### config.mk
export PLATFORM = sky130hd
export DESIGN_NAME = fact_accel
export DESIGN_NICKNAME = d
export VERILOG_FILES = /design/src/rtl/fact_pkg.sv /design/src/rtl/fact_dp.sv /design/src/rtl/fact_accel.sv
export SDC_FILE = /design/constraint.sdc
export NUM_CORES = 1
export LEC_CHECK = 0
export BUFFER_PORTS_ARGS = -buffer_cell sky130_fd_sc_hd__buf_2
export CELL_PAD_IN_SITES_DETAIL_PLACEMENT = 1
export CELL_PAD_IN_SITES_GLOBAL_PLACEMENT = 1
export CORE_UTILIZATION = 35
export CTS_CLUSTER_DIAMETER = 40
export DETAILED_ROUTE_END_ITERATION = 16
export PLACE_DENSITY = 0.75
export SYNTH_ARGS = -nofsm -noshare
export SYNTH_HDL_FRONTEND = slang
export SYNTH_SLANG_ARGS = --single-unit
### constraint.sdc
create_clock -name clk -period 6.7 [get_ports clk]
set_clock_uncertainty 0.2 [all_clocks]
set_input_delay 0.67 -clock clk [delete_from_list [all_inputs] [get_ports clk]]
set_output_delay 0.67 -clock clk [all_outputs]
set_load 0.01 [all_outputs]
### src/rtl/fact_pkg.sv
// Shared types and constants for the memory-mapped factorial accelerator.
package fact_pkg;

  typedef enum logic [1:0] {
    IDLE = 2'd0,
    LOAD = 2'd1,
    MULT = 2'd2,
    DONE = 2'd3
  } state_t;

  // Register offsets, indexed by a[3:2]
  localparam logic [1:0] OFF_N    = 2'd0;
  localparam logic [1:0] OFF_GO   = 2'd1;
  localparam logic [1:0] OFF_STAT = 2'd2;
  localparam logic [1:0] OFF_RES  = 2'd3;

  localparam int unsigned MAX_N = 12;

  localparam int STAT_DONE = 0;
  localparam int STAT_ERR  = 1;
  localparam int STAT_BUSY = 2;

endpackage

### src/rtl/fact_dp.sv
// Iterative multiply datapath: accumulator and down-counter for n!.
module fact_dp #(
  parameter int WIDTH  = 32,
  parameter int N_BITS = 4
) (
  input  logic              clk,
  input  logic              reset,
  input  logic              ld,
  input  logic              mul,
  input  logic [N_BITS-1:0] n,
  output logic [WIDTH-1:0]  acc,
  output logic              cnt_le1
);

  logic [WIDTH-1:0]  acc_reg;
  logic [N_BITS-1:0] cnt_reg;

  assign cnt_le1 = (cnt_reg <= N_BITS'(1));
  assign acc     = acc_reg;

  // Once the counter reaches 1 (or starts at 0) the accumulator is frozen
  // so the controller can capture it on its exit edge.
  always_ff @(posedge clk) begin
    if (reset) begin
      acc_reg <= '0;
      cnt_reg <= '0;
    end else if (ld) begin
      acc_reg <= WIDTH'(1);
      cnt_reg <= n;
    end else if (mul && !cnt_le1) begin
      acc_reg <= acc_reg * WIDTH'(cnt_reg);
      cnt_reg <= cnt_reg - N_BITS'(1);
    end
  end

endmodule

### src/rtl/fact_accel.sv
// Factorial accelerator on the data-memory bus: address decode, N/GO/STATUS/RESULT
// registers, sequencing FSM and zero-latency read mux.
module fact_accel
  import fact_pkg::*;
#(
  parameter int               WIDTH     = 32,
  parameter int               N_BITS    = 4,
  parameter logic [WIDTH-1:0] BASE_ADDR = 32'h0000_0800
) (
  input  logic             clk,
  input  logic             reset,
  input  logic             we,
  input  logic [WIDTH-1:0] a,
  input  logic [WIDTH-1:0] wd,
  output logic             sel,
  output logic [WIDTH-1:0] rd,
  output logic             busy
);

  state_t            state_reg;
  logic [N_BITS-1:0] n_reg;
  logic              done_reg;
  logic              err_reg;
  logic              busy_reg;
  logic [WIDTH-1:0]  res_reg;

  logic              wr_en;
  logic              go_req;
  logic              running;
  logic [31:0]       n_ext;
  logic [WIDTH-1:0]  acc;
  logic              cnt_le1;
  logic              ld;
  logic              mul;
  logic              unused_bits;

  assign sel         = (a[WIDTH-1:4] == BASE_ADDR[WIDTH-1:4]);
  assign wr_en       = we && sel;
  assign go_req      = wr_en && (a[3:2] == OFF_GO) && wd[0];
  assign running     = (state_reg == LOAD) || (state_reg == MULT);
  assign n_ext       = 32'(n_reg);
  assign ld          = (state_reg == LOAD);
  assign mul         = (state_reg == MULT);
  assign busy        = busy_reg;
  assign unused_bits = &{1'b0, wd[WIDTH-1:N_BITS], a[1:0]};

  fact_dp #(
    .WIDTH (WIDTH),
    .N_BITS(N_BITS)
  ) u_dp (
    .clk    (clk),
    .reset  (reset),
    .ld     (ld),
    .mul    (mul),
    .n      (n_reg),
    .acc    (acc),
    .cnt_le1(cnt_le1)
  );

  always_ff @(posedge clk) begin
    if (reset) begin
      state_reg <= IDLE;
      n_reg     <= '0;
      done_reg  <= 1'b0;
      err_reg   <= 1'b0;
      busy_reg  <= 1'b0;
      res_reg   <= '0;
    end else begin
      // N is frozen while a run is in flight so the datapath sees a stable operand.
      if (wr_en && (a[3:2] == OFF_N) && !running)
        n_reg <= wd[N_BITS-1:0];

      case (state_reg)
        IDLE, DONE: begin
          if (go_req) begin
            if (n_ext > MAX_N) begin
              state_reg <= DONE;
              done_reg  <= 1'b1;
              err_reg   <= 1'b1;
              res_reg   <= '0;
            end else begin
              state_reg <= LOAD;
              done_reg  <= 1'b0;
              err_reg   <= 1'b0;
              busy_reg  <= 1'b1;
            end
          end
        end
        LOAD: state_reg <= MULT;
        MULT: begin
          if (cnt_le1) begin
            state_reg <= DONE;
            res_reg   <= acc;
            done_reg  <= 1'b1;
            busy_reg  <= 1'b0;
          end
        end
        default: state_reg <= IDLE;
      endcase
    end
  end

  always_comb begin
    rd = '0;
    if (sel) begin
      case (a[3:2])
        OFF_N:    rd = WIDTH'(n_reg);
        OFF_STAT: begin
          rd[STAT_DONE] = done_reg;
          rd[STAT_ERR]  = err_reg;
          rd[STAT_BUSY] = busy_reg;
        end
        OFF_RES:  rd = res_reg;
        default:  rd = '0;
      endcase
    end
  end

endmodule
==> reports/qor.yml <==
yosys:
  synth_area_leader_cell: "dfxtp_1"
  synth.cell_area_sq_um: 7320
  synth_most_common_cell: "inv_1"
  synthTopCellsByArea: "dfxtp_1, fa_1, and2_1, ha_1, inv_1"
  synth_top_area_share_pct: 21.1
  async_flop_share_pct: 0
  synth_cell_types: 60
  synth-seq-cells: 77
  seq_area_frac_synth_pct: 21.1
  yosys_warnings: 0
  synth_ff_type: "dfxtp_1"
  synthTopCellsByCount: "inv_1, nand2_1, and2_1"
  synth-edff-count: 0
  postSynthAreaPerCell_sq_um: 7.66
  netlist_instances: 956
  synthesis.nets: 1122
cells_and_area:
  final_area_sq_um: 8200
  layout-drive-gt1-share_pct: 11.4
  syn_to_final_growth_pct: 12.1
  n_antenna_cell: 0
  fin_nets: 1161
  n_fill_cell: 2544
clock_tree:
  root_buffer: "clkbuf_16"
  cts_tree: "built"
  clkSinkCount: 77
  cts_setup_buffers: 0
  clockBufferDepth: 2
  clkSlewWorstSetupHoldPaths_ns: 0.07
  cts_resized: 0
  cts_hold_buf: 0
  insertion_delay_ns: 0.35
  htree_num_levels: 3
  cts_buffers: 9
worst_setup_path:
  ff2ff_setup_slack_ns: 2.15
  slowest_delay_ns: 0.55
  start_kind: "flip-flop"
  critical_path_peak_fanout: 26
  crit_chain: "buf_4, nand2_1, fa_1, fa_1, fa_1, nor2b_1, o2111ai_1, a21oi_1, o31ai_1, o31ai_2, a31o_2, o211ai_1"
  crit_top_cell: "fa_1"
  required_ns: 6.72
  crit_type: "flip-flop to flip-flop"
  arrival_ns: 4.57
  critPathCaptureType: "flip-flop"
  rr_endpoint: "u_dp.acc[30]$_SDFFE_PP0P_"
  reg2reg_depth: 12
  r2r-start: "u_dp.cnt_reg[1]$_SDFFE_PP0P_"
  crit_slowest_cell: "fa_1"
hold_path:
  hold_path_depth: 2
  min_to: "res_reg[6]$_SDFFE_PP0P_"
  hold_class: "flip-flop to flip-flop"
  hp-start: "res_reg[6]$_SDFFE_PP0P_"
power:
  p_switching_uw: 547
  pwr-share-comb_pct: 27.7
  ir_worst_vdd_mv: 0.157
  leakage_uw: 0.00383
  internal-power_uw: 927
  p_clk_share_pct: 37.5
  power.density_nw_per_um2: 180
  power_uw: 1470
  seqPwrFrac_pct: 34.8
  switching_share_pct: 37.1
route:
  via_per_inst: 5.27
  vias: 6698
  post-route-drc-count: 0
  postRouteAntennaNets: 0
  drt_iter0_markers: 314
  wirelength_um: 21200
  first_pass_iters: 4
  wire_per_inst_um: 16.7
floorplan:
  initial_core_util_pct: 35.9
  pin_count: 101
  die_w_um: 147
  chipHeight_um: 147
  rows: 52
  core_area_sq_um: 20400
  die_area_sq_um: 21500
global_route:
  grt_overflow: 0
  grt_pass1_vias: 6944
  grt_pass1_wl_um: 36000
  grt_usage_pct: 20.8
  antenna_found_initial: 0
  grt_max_degree: 49
sta:
  finalCritPeriodShare_pct: 68.0
  slew_headroom_pct: 34.3
  whs_ns: 0.246
  finalCriticalPeriod_ns: 4.55
  fmax_mhz: 220
  hold_violations: 0
  setup_viol: 0
  slew_viol_final: 0
  worst_slew_pin_slew_ns: 0.986
  rsz0062_at_grt: "no"
  setup-tns-final_ns: 0
placement:
  gp_congestion: 0.806
  io_buffers: 70
  post_dp_cell_area_sq_um: 7880
  post-dp-hpwl_um: 15900
run:
  cap_violations: 0
status:
  status: "completed"
## power groups by stage
stage          Sequential [uW]  Clock, uW  Combinational [uW]
2_1_floorplan              506          0                 290
3_3_place_gp               522          0                 401
3_5_place_dp               523          0                 407
4_1_cts                    513        560                 412
5_1_grt                    517        584                 448
6_report                   513        552                 409
## per-stage QoR
step,instances,utilization [%],setup WS (ns)
after detailed placement,1254,38.7,2.14
final,1270,40.3,2.15
after global placement,1254,38.7,2.18
after floorplan,956,-,2.67
after CTS,1270,40.3,2.14
after global routing,1270,40.3,1.83
## final cells by class
class,instances,area [sq um],area share [%]
Tap cell,270,338,4.12
Inverter,123,462,5.63
Multi-Input combinational cell,703,5100,62.2
Sequential cell,77,1540,18.8
Clock inverter,5,83.8,1.02
Timing Repair Buffer,81,433,5.28
Clock buffer,11,243,2.96
## logic make-up (layout without fill, tap and decap cells)
group / after synthesis / count (layout) / synth area share, %
AO/OA/AOI/OAI: 176 / 176 / 15.6
XOR/XNOR: 19 / 19 / 2.27
adder cells (fa/ha/maj): 99 / 99 / 22.8
buffers and inverters: 176 / 220 / 9.42
flip-flops: 77 / 77 / 21.1
multiplexers: 8 / 8 / 1.11
AND/OR/NAND/NOR: 401 / 401 / 27.7
## cell usage in the layout, fill, tap and decap left out, drive strengths merged, types with 3 or more instances in the layout
cell	count
o21ai	26
a31oi	3
ha	42
buf	81
a21boi	6
xnor2	12
and3	37
mux2i	7
o211ai	4
nor2	54
dfxtp	77
nor3	14
a211oi	8
or3	6
o31ai	4
inv	123
nand2	121
and2	86
nand3	52
a21o	16
a222oi	3
a211o	4
clkbuf	11
nor4	9
xor2	7
fa	57
a21oi	78
a31o	3
nand4	9
nor2b	5
## critical path, delay by kind of cell, from the launching register on
kind / cells / cell delay [ns]
compound gates: 6 / 1.55
fa+ha+maj: 3 / 1.49
flops: 1 / 0.48
buf+inv: 1 / 0.33
simple gates: 2 / 0.33
## worst max-delay path by stage
stage                                      start                         to  slack (ns)  depth (start not counted)
finish              u_dp.cnt_reg[1]$_SDFFE_PP0P_  u_dp.acc[30]$_SDFFE_PP0P_        2.15                         12
global route        u_dp.cnt_reg[1]$_SDFFE_PP0P_  u_dp.acc[30]$_SDFFE_PP0P_        1.83                         12
CTS                 u_dp.cnt_reg[1]$_SDFFE_PP0P_  u_dp.acc[30]$_SDFFE_PP0P_        2.14                         12
detailed placement  u_dp.cnt_reg[1]$_SDFFE_PP0P_  u_dp.acc[30]$_SDFFE_PP0P_        2.14                         12
global placement    u_dp.cnt_reg[1]$_SDFFE_PP0P_  u_dp.acc[30]$_SDFFE_PP0P_        2.18                         12
floorplan           u_dp.cnt_reg[2]$_SDFFE_PP0P_  u_dp.acc[18]$_SDFFE_PP0P_        2.67                         16
## per-layer routing
metal / vias to the layer above / GRT usage, % / share of wire [%]
met4: 0 / 4.84 / 0.98
met5: - / 0 / 0
met1: 3302 / 28.4 / 48
met3: 17 / 3.00 / 4.0
met2: 139 / 34.6 / 47
li1: 3240 / - / -
Power figures use the tool's default switching activity.
